[config.mk]
export PLATFORM = sky130hd
export DESIGN_NAME = mult8x8_seq_ctrl
export DESIGN_NICKNAME = d
export VERILOG_FILES = /design/src/rtl/mult_seq_pkg.sv /design/src/rtl/mult4x4.sv /design/src/rtl/mult8x8_seq_ctrl.sv
export SDC_FILE = /design/constraint.sdc
export NUM_CORES = 1
export LEC_CHECK = 0
export CORE_ASPECT_RATIO = 0.7
export CORE_MARGIN = 2
export CORE_UTILIZATION = 61
export CTS_CLUSTER_DIAMETER = 40
export CTS_CLUSTER_SIZE = 40
export DETAILED_ROUTE_END_ITERATION = 16
export PLACE_DENSITY = 0.89
export SYNTH_ARGS = -nofsm -noshare
export SYNTH_HDL_FRONTEND = slang
export SYNTH_HIERARCHICAL = 1
export SYNTH_SLANG_ARGS = --single-unit
[constraint.sdc]
create_clock -name clk -period 10.9 [get_ports clk]
set_input_delay 3.27 -clock clk [delete_from_list [all_inputs] [get_ports clk]]
set_output_delay 3.27 -clock clk [all_outputs]
set_load 0.01 [all_outputs]
[src/rtl/mult_seq_pkg.sv]
// -----------------------------------------------------------------------------
// mult_seq_pkg
//  Shared types and constants for the sequential 8x8 multiplier controller.
//  - state_t   : controller states (IDLE, PP0..PP3, DONE), 3-bit encoding
//  - nib_sel_t : which operand nibble feeds the 4x4 multiplier
//  - SHIFT_PPn : left shift applied to each partial product before it is
//                added into the accumulator
// -----------------------------------------------------------------------------
package mult_seq_pkg;

    typedef enum logic [2:0] {
        ST_IDLE = 3'd0,
        ST_PP0  = 3'd1,
        ST_PP1  = 3'd2,
        ST_PP2  = 3'd3,
        ST_PP3  = 3'd4,
        ST_DONE = 3'd5
    } state_t;

    typedef enum logic {
        NIB_LO = 1'b0,
        NIB_HI = 1'b1
    } nib_sel_t;

    localparam logic [3:0] SHIFT_PP0 = 4'd0;
    localparam logic [3:0] SHIFT_PP1 = 4'd4;
    localparam logic [3:0] SHIFT_PP2 = 4'd4;
    localparam logic [3:0] SHIFT_PP3 = 4'd8;

endpackage

[src/rtl/mult4x4.sv]
// -----------------------------------------------------------------------------
// mult4x4
//  Combinational 4x4 unsigned multiplier, the shared partial-product unit.
//  Ports:
//    a  in  4  multiplicand nibble
//    b  in  4  multiplier nibble
//    p  out 8  unsigned product a*b
// -----------------------------------------------------------------------------
module mult4x4 (
    input  logic [3:0] a,
    input  logic [3:0] b,
    output logic [7:0] p
);

    assign p = {4'd0, a} * {4'd0, b};

endmodule

[src/rtl/mult8x8_seq_ctrl.sv]
// -----------------------------------------------------------------------------
// mult8x8_seq_ctrl
//  Sequential 8x8 unsigned multiplier. One mult4x4 is time-shared over four
//  cycles; the operand nibbles are multiplexed into it and each shifted
//  partial product is accumulated into a 16-bit sum.
//
//  Parameters:
//    WIDTH       operand width (only 8 is supported with mult4x4)
//  Ports:
//    clk         rising-edge clock
//    reset       synchronous, active-high reset
//    start       request, sampled only in IDLE
//    dataa       multiplicand, captured on accepted start
//    datab       multiplier, captured on accepted start
//    product8x8  result, registered on the PP3 edge, held until the next one
//    done_flag   one-cycle pulse while the result is fresh
//    busy        high from the cycle after accept until DONE inclusive
//    err         sticky protocol error (start seen while not IDLE)
//
//  Configuration macro:
//    MULT_SEQ_ERR_EN  defined   -> err is a sticky protocol-error flag
//                     undefined -> err is tied to 0
// -----------------------------------------------------------------------------
module mult8x8_seq_ctrl
    import mult_seq_pkg::*;
#(
    parameter int WIDTH = 8
) (
    input  logic               clk,
    input  logic               reset,
    input  logic               start,
    input  logic [WIDTH-1:0]   dataa,
    input  logic [WIDTH-1:0]   datab,
    output logic [2*WIDTH-1:0] product8x8,
    output logic               done_flag,
    output logic               busy,
    output logic               err
);

    localparam int HALF = WIDTH / 2;

    state_t             state, next_state;
    nib_sel_t           sel_a, sel_b;
    logic [3:0]         shift;
    logic [WIDTH-1:0]   aq, bq;
    logic [2*WIDTH-1:0] acc, acc_next, pp_shifted;
    logic [HALF-1:0]    nib_a, nib_b;
    logic [WIDTH-1:0]   p;

    wire accept = (state == ST_IDLE) && start;

    // -------------------------------------------------------------------------
    // Next-state and nibble/shift selection
    // -------------------------------------------------------------------------
    always_comb begin
        // NOTE: every output of this block gets a default first so no path
        // leaves a value unassigned, which would otherwise infer a latch.
        next_state = state;
        sel_a      = NIB_LO;
        sel_b      = NIB_LO;
        shift      = SHIFT_PP0;
        case (state)
            ST_IDLE: if (start) next_state = ST_PP0;
            ST_PP0:  next_state = ST_PP1;
            ST_PP1: begin
                sel_a      = NIB_HI;
                shift      = SHIFT_PP1;
                next_state = ST_PP2;
            end
            ST_PP2: begin
                sel_b      = NIB_HI;
                shift      = SHIFT_PP2;
                next_state = ST_PP3;
            end
            ST_PP3: begin
                sel_a      = NIB_HI;
                sel_b      = NIB_HI;
                shift      = SHIFT_PP3;
                next_state = ST_DONE;
            end
            ST_DONE: next_state = ST_IDLE;
            default: next_state = ST_IDLE;
        endcase
    end

    // -------------------------------------------------------------------------
    // Shared partial-product datapath
    // -------------------------------------------------------------------------
    assign nib_a = (sel_a == NIB_HI) ? aq[WIDTH-1:HALF] : aq[HALF-1:0];
    assign nib_b = (sel_b == NIB_HI) ? bq[WIDTH-1:HALF] : bq[HALF-1:0];

    mult4x4 u_mult4x4 (
        .a (nib_a),
        .b (nib_b),
        .p (p)
    );

    // Zero-extend to the accumulator width before shifting so no bits are lost.
    assign pp_shifted = {{WIDTH{1'b0}}, p} << shift;
    assign acc_next   = acc + pp_shifted;

    // -------------------------------------------------------------------------
    // State register
    // -------------------------------------------------------------------------
    always_ff @(posedge clk) begin
        // NOTE: sequential state uses non-blocking assignments so every
        // register samples pre-edge values, independent of statement order.
        if (reset) state <= ST_IDLE;
        else       state <= next_state;
    end

    // -------------------------------------------------------------------------
    // Operand capture, accumulation and result register
    // -------------------------------------------------------------------------
    always_ff @(posedge clk) begin
        // NOTE: operand and accumulator registers are reset too, so the
        // datapath never carries stale or X values into a fresh operation.
        if (reset) begin
            aq         <= '0;
            bq         <= '0;
            acc        <= '0;
            product8x8 <= '0;
        end else begin
            case (state)
                ST_IDLE: if (start) begin
                    aq  <= dataa;
                    bq  <= datab;
                    acc <= '0;
                end
                ST_PP0, ST_PP1, ST_PP2: acc <= acc_next;
                ST_PP3: begin
                    acc        <= acc_next;
                    product8x8 <= acc_next;
                end
                default: ;
            endcase
        end
    end

    assign done_flag = (state == ST_DONE);
    assign busy      = (state != ST_IDLE);

    // -------------------------------------------------------------------------
    // Protocol error flag
    // -------------------------------------------------------------------------
`ifdef MULT_SEQ_ERR_EN
    logic err_q;

    always_ff @(posedge clk) begin
        if (reset)                             err_q <= 1'b0;
        else if (accept)                       err_q <= 1'b0;
        else if (start && (state != ST_IDLE))  err_q <= 1'b1;
    end

    assign err = err_q;
`else
    assign err = 1'b0;
`endif

endmodule
==> metrics, run 1 <==
static leakage around 1.6 nW; Die Ht slightly below 70 um; Met3 Wirelength about 730 um; Starting DRT DRC Count 300; drt pass-1 iters 6; TNS Setup 0 ns; Inserted Clock Buffers 5; vias in the first global route 3,042; Max IR drop VDD roughly 0.1 mV; Die Area about 6500 sq um; Mapped Cells around 440; Root Driver clkbuf_8; Residual DRC 0; YS warnings 6; cts hold-fix bufs 0; net switching power about 0.13 mW; power share of the sequential group a little under half; combinational share of power between 20% and 30%; switching part of the total a little under a third; max incr delay on CP just over 0.8 ns; first-pass GRT wire length around 15,000 um; Final Slew Violations 0; Post-CTS Setup Repair Bufs 0; antenna-violating nets left 0; Levels on crit path 19; CTS Buffer Depth 2; syn_area_per_cell between 8 and 9 sq um; Setup Skew a little under 0.009 ns; Layout Cells excl Fill roughly 540; critical path arrival approximately 7 ns; share of the synthesized area in the top cell type around 29%; routed length on met1 around 4100 um; Critical path origin state[1]; H-tree Lvls 2; CP dominant cell by count fa_1; Top FF cell, synth dfxtp_1; total wire length 9022 um; Layout area overhead 13.65%; ANT cells 0; period utilisation layout 61.73%; Worst Setup EP acc[15]; required time of the critical path 11.16 ns; cells on worst reg2reg path 19; ys async rst share 0%; Cell Rows 23; ordered cell list for the critical path nand2b_1 -> nand2b_1 -> nand2_1 -> mux2_2 -> nand2_1 -> fa_1 -> inv_1 -> fa_1 -> fa_1 -> a21o_1 -> a21oi_1 -> xnor2_1 -> a22o_1 -> ha_1 -> a21oi_2 -> o21ai_0 -> a211o_1 -> or4_1 -> nand3_1; most numerous cell in the Yosys netlist nand2_1; share of cells above drive strength 1 about 8.6%; met2 WL roughly 4000 um; TritonCTS clock tree done; initial antenna violation count 0; Vias 3,391; Startpoint Class flop; wire per inst ~17 um; crit-path max FO 27; Fin. Hold Viols 0; clk sink count 51; die width 95.39 um; post-synthesis cell area 3566 sq um; Internal Pwr Total 0.3065 mW; Pwr Density 108.9 nW/um^2; worst min path class reg2reg; biggest area consumer among synthesized cells dfxtp_1; critical setup path kind reg2reg; top cells by area, synth dfxtp_1 29%, ha_1 9.5%, nand2_1 8.3%; worst-skew pair later-pin latency around 0.32 ns; clock network fraction of total power between 30% and 40%; total track usage ~29%; Clock Pin Slew Worst Setup and Hold Paths roughly 0.090 ns; RSZ-0062 raised after global routing false; Setup Viol. Count Final 0; Crit path buffers/inverters 1; post-synthesis cell type count 68; max_cap viols 0; IO Port Bufs 36; reg-to-reg startpoint state[1]; Placed Instances approximately 530; #FFs+latches synth 51; Slew @ Worst Pin ~1.1 ns; R2R Path End acc[15]; Slew headroom between 20% and 30%; largest net degree at the start of global routing 41; Core Area ~5700 sq um; syn_nets between 400 and 500; status complete, no violations; highest metal used met4; synth cell count leaders 79 x nand2_1, 51 x dfxtp_1, 43 x a21oi_1; R2R setup slack 4.17 ns; Final nets 516; Seq/Total Area, Yosys roughly 29%; Avg Vias per Cell around 6.3; CP delay by family, top simple AND/OR/NAND/NOR gates; fin crit period 6.728 ns; Final HPWL DP approximately 6600 um; slowest CP cell nand2b_1; Resize count post-CTS 0; Initial Utilization a little over three fifths; maximum clock frequency 148.6 MHz; crit end category flop; Placer Congestion 0.9464; Post-synth EDFFs 0; global route overflow 0; num ports 38
==> power groups by stage <==
stage                     combinational, mW  sequential [mW]  clock (mW)
final                                0.0944            0.203       0.144
after floorplan                      0.0689            0.203           0
after CTS                            0.0933            0.203       0.146
after global placement               0.0887            0.206           0
after global routing                  0.103            0.204       0.153
after detailed placement             0.0923            0.207           0
==> worst register-to-register path: cells and delay by family, from the launching register on <==
kind,cells,cell delay [ns]
simple gates,6,2.06
fa+ha+maj,4,2.01
compound gates,6,1.38
flops,1,0.65
mux,1,0.35
xor+xnor,1,0.16
buf+inv,1,0.06
==> cells in the final DEF, fill, tap and decap left out, types with 2 or more instances in the layout <==
master	count
mux2_2	8
xor2_1	3
nor3_1	11
inv_1	7
nand2_1	79
a21oi_1	43
ha_1	27
nand3_1	11
nand4_1	3
o21ai_0	14
or3_1	3
nand2b_1	4
o31ai_1	4
xnor2_1	8
or3b_1	2
o21ai_1	2
o21a_1	7
a22o_1	4
a31o_2	2
dfxtp_1	51
a21oi_2	3
mux2i_1	2
and3_1	4
o21bai_1	2
fa_1	5
or4_1	4
and2_1	18
o211ai_1	7
clkdlybuf4s50_1	36
o21ai_2	2
clkbuf_8	6
a22oi_1	6
a21o_1	4
nor2_1	28
a31oi_1	7
buf_4	2
o22ai_1	4
==> worst min-delay path by stage <==
stage | startpoint | end | slack, ns | cells past startpoint
global placement | aq[5] | aq[5] | 0.44 | 2
CTS | aq[4] | aq[4] | 0.46 | 2
global route | product8x8[6] | product8x8[6] | 0.49 | 2
finish | aq[2] | aq[2] | 0.46 | 2
detailed placement | aq[4] | aq[4] | 0.45 | 2
floorplan | acc[10] | acc[10] | 0.43 | 2
==> logic make-up after synthesis <==
group | after synthesis | synth area share [%]
AND/OR/NAND/NOR | 178 | 24.07
AO/OA/AOI/OAI | 128 | 25.26
flip-flops | 51 | 28.63
buffers and inverters | 33 | 3.859
adder cells (fa/ha/maj) | 32 | 12.28
XOR/XNOR | 11 | 2.702
multiplexers | 10 | 3.088
other | 1 | 0.1052
==> stage by stage <==
step / setup WS (ns) / cell area [sq um] / power [mW] / utilization [%] / hold WS [ns]
after floorplan: 5.624 / 3566 / 0.2716 / - / 0.4306
final: 4.172 / 4053 / 0.4412 / 71.12 / 0.4598
after global routing: 3.796 / 4053 / 0.4600 / 71.12 / 0.4874
after detailed placement: 4.287 / 3931 / 0.2991 / 68.99 / 0.4482
after global placement: 4.512 / 3931 / 0.2950 / 68.99 / 0.4390
after CTS: 4.249 / 4053 / 0.4416 / 71.12 / 0.4614
==> registers in the layout (all words and copies together) (netlist names) <==
signal and flops:
state 3, product8x8 16, bq 8, aq 8, acc 16
==> per-layer routing <==
| metal | GRT usage, % | vias up |
|---|---|---|
| met5 | 0 | - |
| met4 | 8.393 | 0 |
| met1 | 41.37 | 1586 |
| li1 | - | 1634 |
| met2 | 46.04 | 153 |
| met3 | 5.507 | 18 |
==> area by class of cell <==
class | count | area [sq um]
clock buffer | 6 | 82.58
timing repair buffer | 38 | 375.4
multi-input combinational | 360 | 2407
inverter | 9 | 33.78
tap | 75 | 93.84
clock inverter | 2 | 38.79
sequential | 51 | 1021
fill | 457 | 1645
Note: power is estimated with default switching activity, not from simulation.
==> inputs of run 2 (changes only) <==
CORE_UTILIZATION = 57   (was 61)
PLACE_DENSITY = 0.84   (was 0.89)
clock period = 6.6 ns   (was 10.9 ns; I/O delays follow)
==> run 2 against run 1 <==
Non-clock buffer count grew 1. Worst hold slack improved by 0.0028 ns. Cell count rose by 0.74%. Clock skew decreased by 0.0040 ns. Critical endpoint is now product8x8[11]. Largest power group unchanged.
==> metrics, run 2 (same netlist as run 1, synthesis figures left out) <==
Max IR drop VDD 0.09236 mV (-7.1%); most frequent cells in the layout 79 x nand2_1, 51 x dfxtp_1, 43 x a21oi_1; Pwr Density 178.3 nW/um^2 (+64%); GR peak layer met2; Final Slew Violations 0 (unchanged); Slew @ Worst Pin 0.5395 ns (-0.5231 ns); Largest regs acc x16, product8x8 x16; ordered cell list for the critical path nand2_1 -> a21oi_1 -> mux2_2 -> nand2_1 -> fa_1 -> inv_1 -> fa_1 -> ha_1 -> a211oi_2 -> nor3_1 -> or3b_1 -> o22ai_1 -> nor2_1 -> ha_1 -> nand2_1 -> o21ai_1 -> nand3_1 -> and4_1 -> o31ai_1; vias in the first global route 3,323 (+9.2%); period utilisation layout 91.62% (+30 points); Final nets 517 (+0.19%); slowest CP cell dfxtp_1; commonest non-fill, non-tap cell in the layout nand2_1; Vias 3,390 (-0.029%); Setup Skew 0.004775 ns (-0.004000 ns); antenna-violating nets left 0 (unchanged); CP delay by family, top adder cells; first-pass GRT wire length 15,710 um (+7.3%); largest net degree at the start of global routing 41 (unchanged); wire per inst 17.28 um (+3.6%); maximum clock frequency 165.4 MHz (+11%); Die Ht 70.18 um (+3.2%); Post-CTS Setup Repair Bufs 0 (unchanged); crit-path max FO 14 (-48%); static leakage 1.646 nW (-0.17%); Fin. Hold Viols 0 (unchanged); Pwr Total 0.7234 mW (+64%); Starting DRT DRC Count 383 (+28%); Final HPWL DP 6783 um (+3.0%); H-tree Lvls 2 (unchanged); die width 98.54 um (+3.3%); TNS Setup 0 ns (unchanged); Placement Setup Slack 0.7305 ns (-3.557 ns); drt pass-1 iters 6 (unchanged); IO Port Bufs 36 (unchanged); worst-skew pair later-pin latency 0.31 ns (about the same); CTS Buffer Depth 2 (unchanged); GR Util met1 39.60% (-1.8 points); final worst slack 0.5534 ns (-3.618 ns); Area after DPL 3943 sq um (+0.29%); Cell Rows 24 (+4.3%); Die Area 6915 sq um (+6.7%); Startpoint Class flop; max incr delay on CP 0.66 ns (-0.17 ns); Root Driver clkbuf_8; Layout area overhead 13.79%; Slew headroom 63.95% (+35 points); RSZ-0062 raised after global routing false; worst min path class reg2reg; Clock Pin Slew Worst Setup and Hold Paths 0.10 ns (about the same); status complete, no violations; total wire length 9416 um (+4.4%); CP dominant cell by count nand2_1; GRT met2 Usage 43.24% (-2.8 points); Setup Viol. Count Final 0 (unchanged); ANT cells 0 (unchanged); total track usage 28.23% (-1.1 points); R2R setup slack 0.55 ns (-3.62 ns); Placer Congestion 0.9181 (-3.0%); crit end category flop; final-layout fill cell count 509 (+11%); Inserted Clock Buffers 5 (unchanged); initial antenna violation count 0 (unchanged); Residual DRC 0 (unchanged); required time of the critical path 6.83 ns (-4.33 ns); Final Cell Area 4058 sq um (+0.12%); Resize count post-CTS 0 (unchanged); global route overflow 0 (unchanged); Initial Utilization 58.21% (-4.4 points); critical path arrival 6.28 ns (-0.71 ns); Core Area 6126 sq um (+7.5%); TritonCTS clock tree done; max_cap viols 0 (unchanged); clk sink count 51 (unchanged); Crit path buffers/inverters 1 (unchanged); critical setup path kind reg2reg; cts hold-fix bufs 0 (unchanged); GR Layer Usage met3 6.507% (+1.0 points); num ports 38 (unchanged); Avg Vias per Cell 6.220 (-0.76%); fin crit period 6.047 ns (-0.6816 ns); share of cells above drive strength 1 8.779% (+0.20 points)
[run 2: tightest hold or removal path, stage by stage (launching register included)]
cell,delay [ns]
dfxtp_1,0.32
nand2_1,0.05
a21oi_1,0.05
[run 2: final timing paths]
path,from,to,depth (start not counted)
worst max-delay path,state[1],product8x8[11],19
worst min register to register,product8x8[4],product8x8[4],2
worst min-delay path,product8x8[4],product8x8[4],2
worst max register to register,state[1],product8x8[11],19
[run 2: metal layers]
| layer | wire (um) | up-vias | part of all wire, % |
|---|---|---|---|
| met5 | 0 | - | 0 |
| met4 | 123 | 0 | 1.3 |
| met3 | 726 | 17 | 7.7 |
| met2 | 4256 | 138 | 45 |
| met1 | 4311 | 1605 | 46 |
| li1 | - | 1630 | - |
[run 2: per-stage QoR]
stage | hold slack, ns | utilization [%] | cells
6_report | 0.4626 | 66.24 | 545
5_1_grt | 0.4874 | 66.24 | 545
4_1_cts | 0.4619 | 66.24 | 545
3_5_place_dp | 0.4472 | 64.36 | 537
3_3_place_gp | 0.4426 | 64.36 | 537
2_1_floorplan | 0.4306 | - | 444
[run 2: layout make-up]
class | instances | area [sq um] | area share (%)
multi-input cells | 360 | 2407 | 59.33
flip-flops and latches | 51 | 1021 | 25.16
repair buffers | 39 | 382.9 | 9.436
well taps | 78 | 97.59 | 2.405
clock buffers | 5 | 68.82 | 1.696
clock inverters | 3 | 46.29 | 1.141
inverters | 9 | 33.78 | 0.8326
[run 2: power by group]
part	switching (mW)	internal, mW
clock network	0.117	0.114
registers	0.0144	0.321
logic	0.0964	0.0600
==> inputs of run 3 (changes only) <==
CORE_UTILIZATION = 50   (was 57)
GPL_ROUTABILITY_DRIVEN = 0   (was not set)
PLACE_DENSITY = 0.76   (was 0.84)
==> run 3 against run 2 <==
Combinational power hardly changed. Sequential share of layout area decreased by 0.12 points. Die area grew 13%. Cell count up 2.9%. Via count fell by 2.6%. Clock skew barely moved. Count of clock-buffer cells in the layout stayed put. Non-clock buffer count is the same. Worst setup slack got worse by 0.021 ns. Critical endpoint is now product8x8[15]. Highest routed layer unchanged.
==> metrics, run 3 (same netlist as run 1, synthesis figures left out) <==
total wire length 8818 um (-6.4%); max incr delay on CP 0.66 ns (about the same); Setup Viol. Count Final 0 (unchanged); CTS Buffer Depth 2 (unchanged); Final Slew Violations 0 (unchanged); initial antenna violation count 0 (unchanged); vias in the first global route 3,020 (-9.1%); crit end category flop; H-tree Lvls 2 (unchanged); RSZ-0062 raised after global routing false; first-pass GRT wire length 14,400 um (-8.3%); worst min path class reg2reg; Pwr Density 176.8 nW/um^2 (-0.82%); Root Driver clkbuf_8; max_cap viols 0 (unchanged); Final HPWL DP 6649 um (-2.0%); global route overflow 0 (unchanged); Avg Vias per Cell 5.888 (-5.3%); share of cells above drive strength 1 8.779% (unchanged); Inserted Clock Buffers 5 (unchanged); Slew @ Worst Pin 0.6389 ns (+0.09946 ns); slowest CP cell dfxtp_1; Cell Rows 25 (+4.2%); largest net degree at the start of global routing 27 (-34%); IO Port Bufs 36 (unchanged); cts hold-fix bufs 0 (unchanged); Die Ht 74.66 um (+6.4%); Largest regs acc x16, product8x8 x16; Setup Skew 0.004799 ns (+0.00002468 ns); Startpoint Class flop; Residual DRC 0 (unchanged); required time of the critical path 6.84 ns (about the same); status complete, no violations; commonest non-fill, non-tap cell in the layout nand2_1; num ports 38 (unchanged); Vias 3,303 (-2.6%); period utilisation layout 91.93% (+0.31 points); Clock Pin Slew Worst Setup and Hold Paths 0.10 ns (about the same); drt pass-1 iters 5 (-1); Slew headroom 57.27% (-6.7 points); Area after DPL 3963 sq um (+0.51%); maximum clock frequency 164.8 MHz (-0.34%); Initial Utilization 52.29% (-5.9 points); critical path arrival 6.31 ns (+0.03 ns); Max IR drop VDD 0.09844 mV (+6.6%); Core Area 6819 sq um (+11%); crit-path max FO 14 (unchanged); antenna-violating nets left 0 (unchanged); Fin. Hold Viols 0 (unchanged); wire per inst 15.72 um (-9.0%); die width 104.9 um (+6.5%); TNS Setup 0 ns (unchanged); ANT cells 0 (unchanged); static leakage 1.646 nW (unchanged); fin crit period 6.067 ns (+0.02078 ns); Final Cell Area 4078 sq um (+0.49%); Die Area 7834 sq um (+13%); TritonCTS clock tree done; CP dominant cell by count a21oi_1; Starting DRT DRC Count 223 (-42%); clk sink count 51 (unchanged); critical setup path kind reg2reg; Resize count post-CTS 0 (unchanged); ordered cell list for the critical path nand2_1 -> a21oi_1 -> mux2_2 -> nand2_1 -> fa_1 -> inv_1 -> fa_1 -> fa_1 -> a21o_1 -> a21oi_1 -> xnor2_1 -> a21oi_1 -> nor2_1 -> ha_1 -> a21oi_1 -> nor4_1 -> a211o_1 -> or3_1 -> a31oi_1; most frequent cells in the layout 79 x nand2_1, 51 x dfxtp_1, 43 x a21oi_1; Post-CTS Setup Repair Bufs 0 (unchanged); Layout area overhead 14.35%; worst-skew pair later-pin latency 0.32 ns (about the same); Final nets 517 (unchanged); total track usage 23.26% (-5.0 points)
-- run 3: stage by stage --
stage	total power, mW	setup slack, ns	instances	util [%]	hold slack [ns]
2_1_floorplan	0.4486	1.324	444	-	0.4306
3_3_place_gp	0.4882	0.8262	553	58.11	0.4432
3_5_place_dp	0.4937	0.6620	553	58.11	0.4470
4_1_cts	0.7232	0.6150	561	59.80	0.4619
5_1_grt	0.7521	0.1482	561	59.80	0.4794
6_report	0.7210	0.5326	561	59.80	0.4584
-- run 3: layer usage --
metal	vias up	part of all wire (%)	GRT usage, %
met1	1529	48	33.01
met4	0	1.4	7.556
met5	-	0	0
met3	11	6.9	3.377
met2	124	44	37.16
li1	1639	-	-
-- run 3: worst max-delay path, delay by kind of cell (launching register included) --
kind	cells	cell delay [ns]
adders and majority gates	4	1.86
AOI/OAI and AO/OA	7	1.80
and+or+nand+nor	5	1.07
DFF	1	0.66
muxes	1	0.29
xor gates and xnor gates	1	0.26
buffers and inverters	1	0.06
-- run 3: layout make-up --
cell class / count / area [sq um]
Fill cell: 662 / 2741
Multi-Input combinational cell: 360 / 2407
Sequential cell: 51 / 1021
Timing Repair Buffer: 39 / 382.9
Tap cell: 94 / 117.6
Clock buffer: 5 / 68.82
Clock inverter: 3 / 46.29
Inverter: 9 / 33.78
-- run 3: final timing paths --
| path | startpoint | end | slack (ns) | depth (start not counted) |
|---|---|---|---|---|
| max | state[1] | product8x8[15] | 0.53 | 19 |
| min | product8x8[1] | product8x8[1] | 0.46 | 2 |
| max reg2reg | state[1] | product8x8[15] | 0.53 | 19 |
| min reg2reg | product8x8[1] | product8x8[1] | 0.46 | 2 |
-- run 3: power by group --
group	switching [mW]	internal, mW	total (mW)	leakage (nW)
Sequential	0.0137	0.321	0.335	0.414
Clock	0.117	0.114	0.232	0.0548
Combinational	0.0941	0.0599	0.154	1.18
